**src/rtl/miner_pkg.sv**
```systemverilog
// Shared definitions for the miner core SHA-256 datapath.
// Holds the word width, round count, the schedule-generator state type and the
// SHA-256 rotate / small-sigma helpers used by the message-schedule logic.
package miner_pkg;

    localparam int WORD_W     = 32;
    localparam int NUM_ROUNDS = 64;
    localparam int BLOCK_W    = 16 * WORD_W;

    typedef logic [WORD_W-1:0] word_t;

    typedef enum logic [1:0] {
        IDLE = 2'd0,
        RUN  = 2'd1,
        DONE = 2'd2
    } msa_state_t;

    // Rotate right; a shift by the full width yields zero, so n = 0 is safe.
    function automatic word_t ror(input word_t x, input int unsigned n);
        return (x >> n) | (x << (WORD_W - n));
    endfunction

    function automatic word_t sha_s0(input word_t x);
        return ror(x, 7) ^ ror(x, 18) ^ (x >> 3);
    endfunction

    function automatic word_t sha_s1(input word_t x);
        return ror(x, 17) ^ ror(x, 19) ^ (x >> 10);
    endfunction

endpackage

```
**src/rtl/miner_msa_sigma.sv**
```systemverilog
// Combinational next-word generator for the SHA-256 message schedule.
// Ports:
//   w0_i   window[0]  = W[t]
//   w1_i   window[1]  = W[t+1]
//   w9_i   window[9]  = W[t+9]
//   w14_i  window[14] = W[t+14]
//   new_o  W[t+16] = s1(w14) + w9 + s0(w1) + w0, mod 2^32
module miner_msa_sigma
    import miner_pkg::*;
(
    input  word_t w0_i,
    input  word_t w1_i,
    input  word_t w9_i,
    input  word_t w14_i,
    output word_t new_o
);

    // Carries out of bit 31 are dropped by the 32-bit result width.
    assign new_o = sha_s1(w14_i) + w9_i + sha_s0(w1_i) + w0_i;

endmodule

```
**src/rtl/miner_core_msa_gen.sv**
```systemverilog
// SHA-256 message-schedule generator for the miner core.
// Loads a 512-bit padded block into a 16-word sliding window, then emits one
// schedule word W[t] per advance (msa_en) cycle for t = 0..63.
// Ports:
//   clk, rst   clock and asynchronous active-high reset
//   load       capture block_in and (re)start a schedule; wins over msa_en
//   block_in   padded block, word0 in the top 32 bits
//   msa_en     advance enable from the CCU; 0 holds everything
//   w_out      current schedule word W[round_idx] (0 when not running)
//   w_valid    w_out is consumed this cycle
//   round_idx  index of w_out
//   busy       schedule loaded and not finished
//   done       one-cycle pulse after W[63] has been consumed
module miner_core_msa_gen #(
    parameter int WORD_W     = 32,
    parameter int NUM_ROUNDS = 64,
    parameter int BLOCK_W    = 512
) (
    input  logic               clk,
    input  logic               rst,
    input  logic               load,
    input  logic [BLOCK_W-1:0] block_in,
    input  logic               msa_en,
    output logic [WORD_W-1:0]  w_out,
    output logic               w_valid,
    output logic [5:0]         round_idx,
    output logic               busy,
    output logic               done
);
    import miner_pkg::*;

    msa_state_t        state_q, state_d;
    logic [WORD_W-1:0] window_q [16];
    logic [WORD_W-1:0] window_d [16];
    logic [5:0]        t_q, t_d;
    logic [WORD_W-1:0] newWord;

    miner_msa_sigma uSigma (
        .w0_i  (window_q[0]),
        .w1_i  (window_q[1]),
        .w9_i  (window_q[9]),
        .w14_i (window_q[14]),
        .new_o (newWord)
    );

    // Next-state logic. The window always holds W[t..t+15], so a consume just
    // shifts down one slot and appends the freshly computed W[t+16]. The shift is
    // skipped on the last consume because nothing beyond W[63] is ever read.
    always_comb begin
        state_d  = state_q;
        t_d      = t_q;
        window_d = window_q;
        if (load) begin
            for (int i = 0; i < 16; i++) begin
                window_d[i] = block_in[BLOCK_W-1-i*WORD_W -: WORD_W];
            end
            t_d     = 6'd0;
            state_d = RUN;
        end else begin
            case (state_q)
                RUN: begin
                    if (msa_en) begin
                        if (t_q == 6'(NUM_ROUNDS - 1)) begin
                            state_d = DONE;
                        end else begin
                            for (int i = 0; i < 15; i++) begin
                                window_d[i] = window_q[i+1];
                            end
                            window_d[15] = newWord;
                            t_d          = t_q + 6'd1;
                        end
                    end
                end
                DONE:    state_d = IDLE;
                default: state_d = IDLE;
            endcase
        end
    end

    // State registers; reset clears the window so outputs are zero immediately.
    always_ff @(posedge clk or posedge rst) begin
        if (rst) begin
            state_q <= IDLE;
            t_q     <= 6'd0;
            for (int i = 0; i < 16; i++) begin
                window_q[i] <= '0;
            end
        end else begin
            state_q  <= state_d;
            t_q      <= t_d;
            window_q <= window_d;
        end
    end

    // Outputs are gated by RUN so that idle, done and reset all present zeros.
    assign busy      = (state_q == RUN);
    assign done      = (state_q == DONE);
    assign w_valid   = busy & msa_en;
    assign w_out     = busy ? window_q[0] : '0;
    assign round_idx = busy ? t_q : 6'd0;

endmodule

```
**config.mk**
```make
export PLATFORM = sky130hd
export DESIGN_NAME = miner_core_msa_gen
export DESIGN_NICKNAME = d
export VERILOG_FILES = /design/src/rtl/miner_pkg.sv /design/src/rtl/miner_msa_sigma.sv /design/src/rtl/miner_core_msa_gen.sv
export SDC_FILE = /design/constraint.sdc
export NUM_CORES = 2
export LEC_CHECK = 0
export ABC_AREA = 1
export CORE_MARGIN = 1
export CORE_UTILIZATION = 39
export CTS_CLUSTER_DIAMETER = 80
export DETAILED_ROUTE_END_ITERATION = 16
export PLACE_DENSITY_LB_ADDON = 0.3
export SLEW_MARGIN = 20
export SYNTH_ARGS = -nofsm -noshare
export SYNTH_HDL_FRONTEND = slang
export SYNTH_HIERARCHICAL = 1
export SYNTH_SLANG_ARGS = --single-unit
```
**constraint.sdc**
```tcl
create_clock -name clk -period 17.95 [get_ports clk]
set_clock_uncertainty 0.2 [all_clocks]
set_input_delay 3.59 -clock clk [delete_from_list [all_inputs] [get_ports clk]]
set_output_delay 3.59 -clock clk [all_outputs]
set_load 0.005 [all_outputs]
```
==> results.py <==
metrics = {
    "status": {
        "status": "complete, no violations",
    },
    "worst_setup_path": {
        "ff2ff_path_depth": 10,
        "crit_start": "msa_en",
        "crit_arrival_ns": 5.00,
        "rr_startpoint": "state_q[1]$_DFFE_PP0P_",
        "r2r_slack_ns": 13.16,
        "cp-start-kind": "input pin",
        "timing.rr.end": "window_q[143]$_DFFE_PP0P_",
        "worstSetupPathType": "in -> out",
        "crit_required_ns": 14.16,
        "path_max_fanout": 4,
        "crit_path_end": "w_valid",
        "worstSetupEndpointType": "primary output",
    },
    "floorplan": {
        "die_area_um2": 79900,
        "ioPinCount": 557,
        "coreArea_um2": 77700,
        "die_height_um": 283,
        "start_util_pct": 39.5,
        "die_w_um": 283,
        "row_count": 102,
    },
    "cts": {
        "cts_max_path_buffers": 3,
        "numCtsBuffers": 58,
        "ctsRootBufferMaster": "clkbuf_16",
        "post_cts_buffers": 0,
        "cts-resized-gates": 0,
        "cts.clk_slew.worst_paths_ns": 0.06,
        "cts_tree": "built",
        "postCtsHoldBufs": 0,
        "htreeDepth": 2,
        "cts.sinks": 520,
        "clk_latency_ns": 0.63,
    },
    "final_layout": {
        "syn2layout_area_growth_pct": 25.4,
        "nFillCells": 7727,
        "layout-drive-gt1-share_pct": 3.12,
        "final-seq-area_um2": 13000,
        "nNetsFinal": 5247,
        "multiInputGateArea_um2": 13600,
    },
    "yosys": {
        "netlist_instances": 4231,
        "avgSynthCellArea_um2": 7.26,
        "yosysWarningCount": 6,
        "ys_seq_elements": 520,
        "post-synth-top-count-cell": "nand2_1",
        "netlist_top_cells_area": "dfrtp_1 42%, nand2_1 16%, o21ai_0 13%, inv_1 9.2%, fa_1 4.0%",
        "synth_area_um2": 30700,
        "yosys-top-cells-count": "1316 x nand2_1, 824 x o21ai_0, 755 x inv_1",
        "ys.flop_type": "dfrtp_1",
        "synth-seq-area-share_pct": 42.4,
        "synth_top_area_cell": "dfrtp_1",
        "synth-async-reset-ratio_pct": 100,
        "synth_top_area_share_pct": 42.4,
        "yosysUniqueCellTypes": 28,
        "syn-num-nets": 4841,
        "synth_edf_count": 0,
    },
    "global_route": {
        "grt_use_total_pct": 26.8,
        "grt_max_degree": 298,
        "grt_pass1_vias": 26300,
        "grt_pass1_wl_mm": 159,
        "gr-total-overflow": 0,
        "grt_antenna_before_repair": 14,
    },
    "sta": {
        "layout_min_cycle_time_ns": 8.79,
        "rsz0062_at_grt": "no",
        "setup_tns_ns": 0,
        "relSlewSlack_pct": 30.2,
        "slew_viol_final": 0,
        "post-route-period-util_pct": 49.0,
        "worst_slew_pin_slew_ns": 1.04,
        "fmax_mhz": 114,
        "holdWs_ns": 0.311,
        "setup-violations-final": 0,
        "hold_violations": 0,
    },
    "pwr": {
        "leakage_nw": 18.9,
        "power.density_nw_per_um2": 150,
        "peakVddDrop_mv": 0.0986,
    },
    "routing": {
        "drc": 0,
        "vias": 27400,
        "drt_first_pass_iters": 6,
        "drt_wl_total_mm": 108,
        "vias_per_cell": 4.78,
        "drt-initial-drc-count": 2535,
        "wl_per_cell_um": 18.8,
        "ant_nets": 0,
    },
    "placement": {
        "place_congestion": 0.966,
        "place_hpwl_mm": 84.2,
        "io_buffers": 556,
    },
    "flow_run": {
        "max_cap_violations": 0,
    },
    "hold_path": {
        "hp-class": "reg -> reg",
    },
}
[stage by stage]
step	util [%]	cells	setup slack, ns	instance area (µm²)	power [W]
3_5_place_dp	47.1	5615	9.16	36600	0.00462
3_3_place_gp	47.1	5615	9.16	36600	0.00460
5_1_grt	49.5	5724	9.09	38500	0.00626
6_report	49.5	5731	9.16	38500	0.00578
2_1_floorplan	-	4231	7.10	30700	0.00357
4_1_cts	49.4	5715	9.14	38400	0.00580
[state kept, by name, indices dropped and copies added (netlist names)]
name      cells
state_q       2
window_q    512
t_q           6
[layout by cell type (no fill, tap or decap), types with 21 or more instances in the layout]
master / count
dfrtp_1: 520
nand2_2: 21
xnor2_1: 69
o21ai_0: 824
inv_1: 754
clkdlybuf4s50_1: 555
nand2_1: 1316
fa_1: 62
nor2_1: 86
clkbuf_16: 58
xor2_1: 67
o21ai_1: 174
nand3_1: 29
ha_1: 32
[power breakdown]
part,total [W],switching [W],internal [W]
Clock,0.00117,0.000509,0.000656
Sequential,0.00147,0.000108,0.00136
Combinational,0.00314,0.00206,0.00108
Total,0.00578,0.00268,0.00310
[layout make-up]
cell class | instances | share of cell area (%)
antenna | 14 | 0.0910
clock buffer | 83 | 4.30
clock inverter | 17 | 0.449
inverter | 758 | 7.40
multi-input combinational | 2720 | 35.4
sequential | 520 | 33.8
tap | 1040 | 3.38
timing repair buffer | 579 | 15.2
[cells by family (layout without fill, tap and decap cells)]
family / Yosys count / in the layout / share of synthesized area (%)
adders and majority gates: 94 / 94 / 5.35
AOI/OAI and AO/OA: 1020 / 1020 / 16.7
and+or+nand+nor: 1470 / 1470 / 18.5
buffers and inverters: 991 / 1437 / 13.3
DFF: 520 / 520 / 42.4
xor gates and xnor gates: 136 / 136 / 3.88
other: 0 / 14 / 0
[critical path: stages]
cell and delay (ns):
clkdlybuf4s50_1 0.50, inv_1 0.08, nor2_2 0.22, clkdlybuf4s50_1 0.61
[worst min-delay path by stage]
stage                         startpoint                         to  slack [ns]  depth (start not counted)
6_report       window_q[186]$_DFFE_PP0P_  window_q[186]$_DFFE_PP0P_        0.31                          2
5_1_grt        window_q[330]$_DFFE_PP0P_  window_q[330]$_DFFE_PP0P_        0.33                          2
4_1_cts        window_q[327]$_DFFE_PP0P_  window_q[327]$_DFFE_PP0P_        0.32                          2
3_5_place_dp   window_q[330]$_DFFE_PP0P_  window_q[330]$_DFFE_PP0P_        0.30                          2
3_3_place_gp   window_q[285]$_DFFE_PP0P_  window_q[285]$_DFFE_PP0P_        0.29                          2
2_1_floorplan  window_q[181]$_DFFE_PP0P_  window_q[181]$_DFFE_PP0P_        0.28                          2
[routing by layer]
layer / track usage (%) / share of wire [%] / vias up
met1: 36.7 / 44 / 12700
li1: - / - / 13700
met2: 43.4 / 47 / 789
met3: 4.03 / 5.7 / 158
met4: 8.93 / 3.2 / 10
met5: 0 / 0.055 / -
Note: power is estimated with default switching activity, not from simulation.
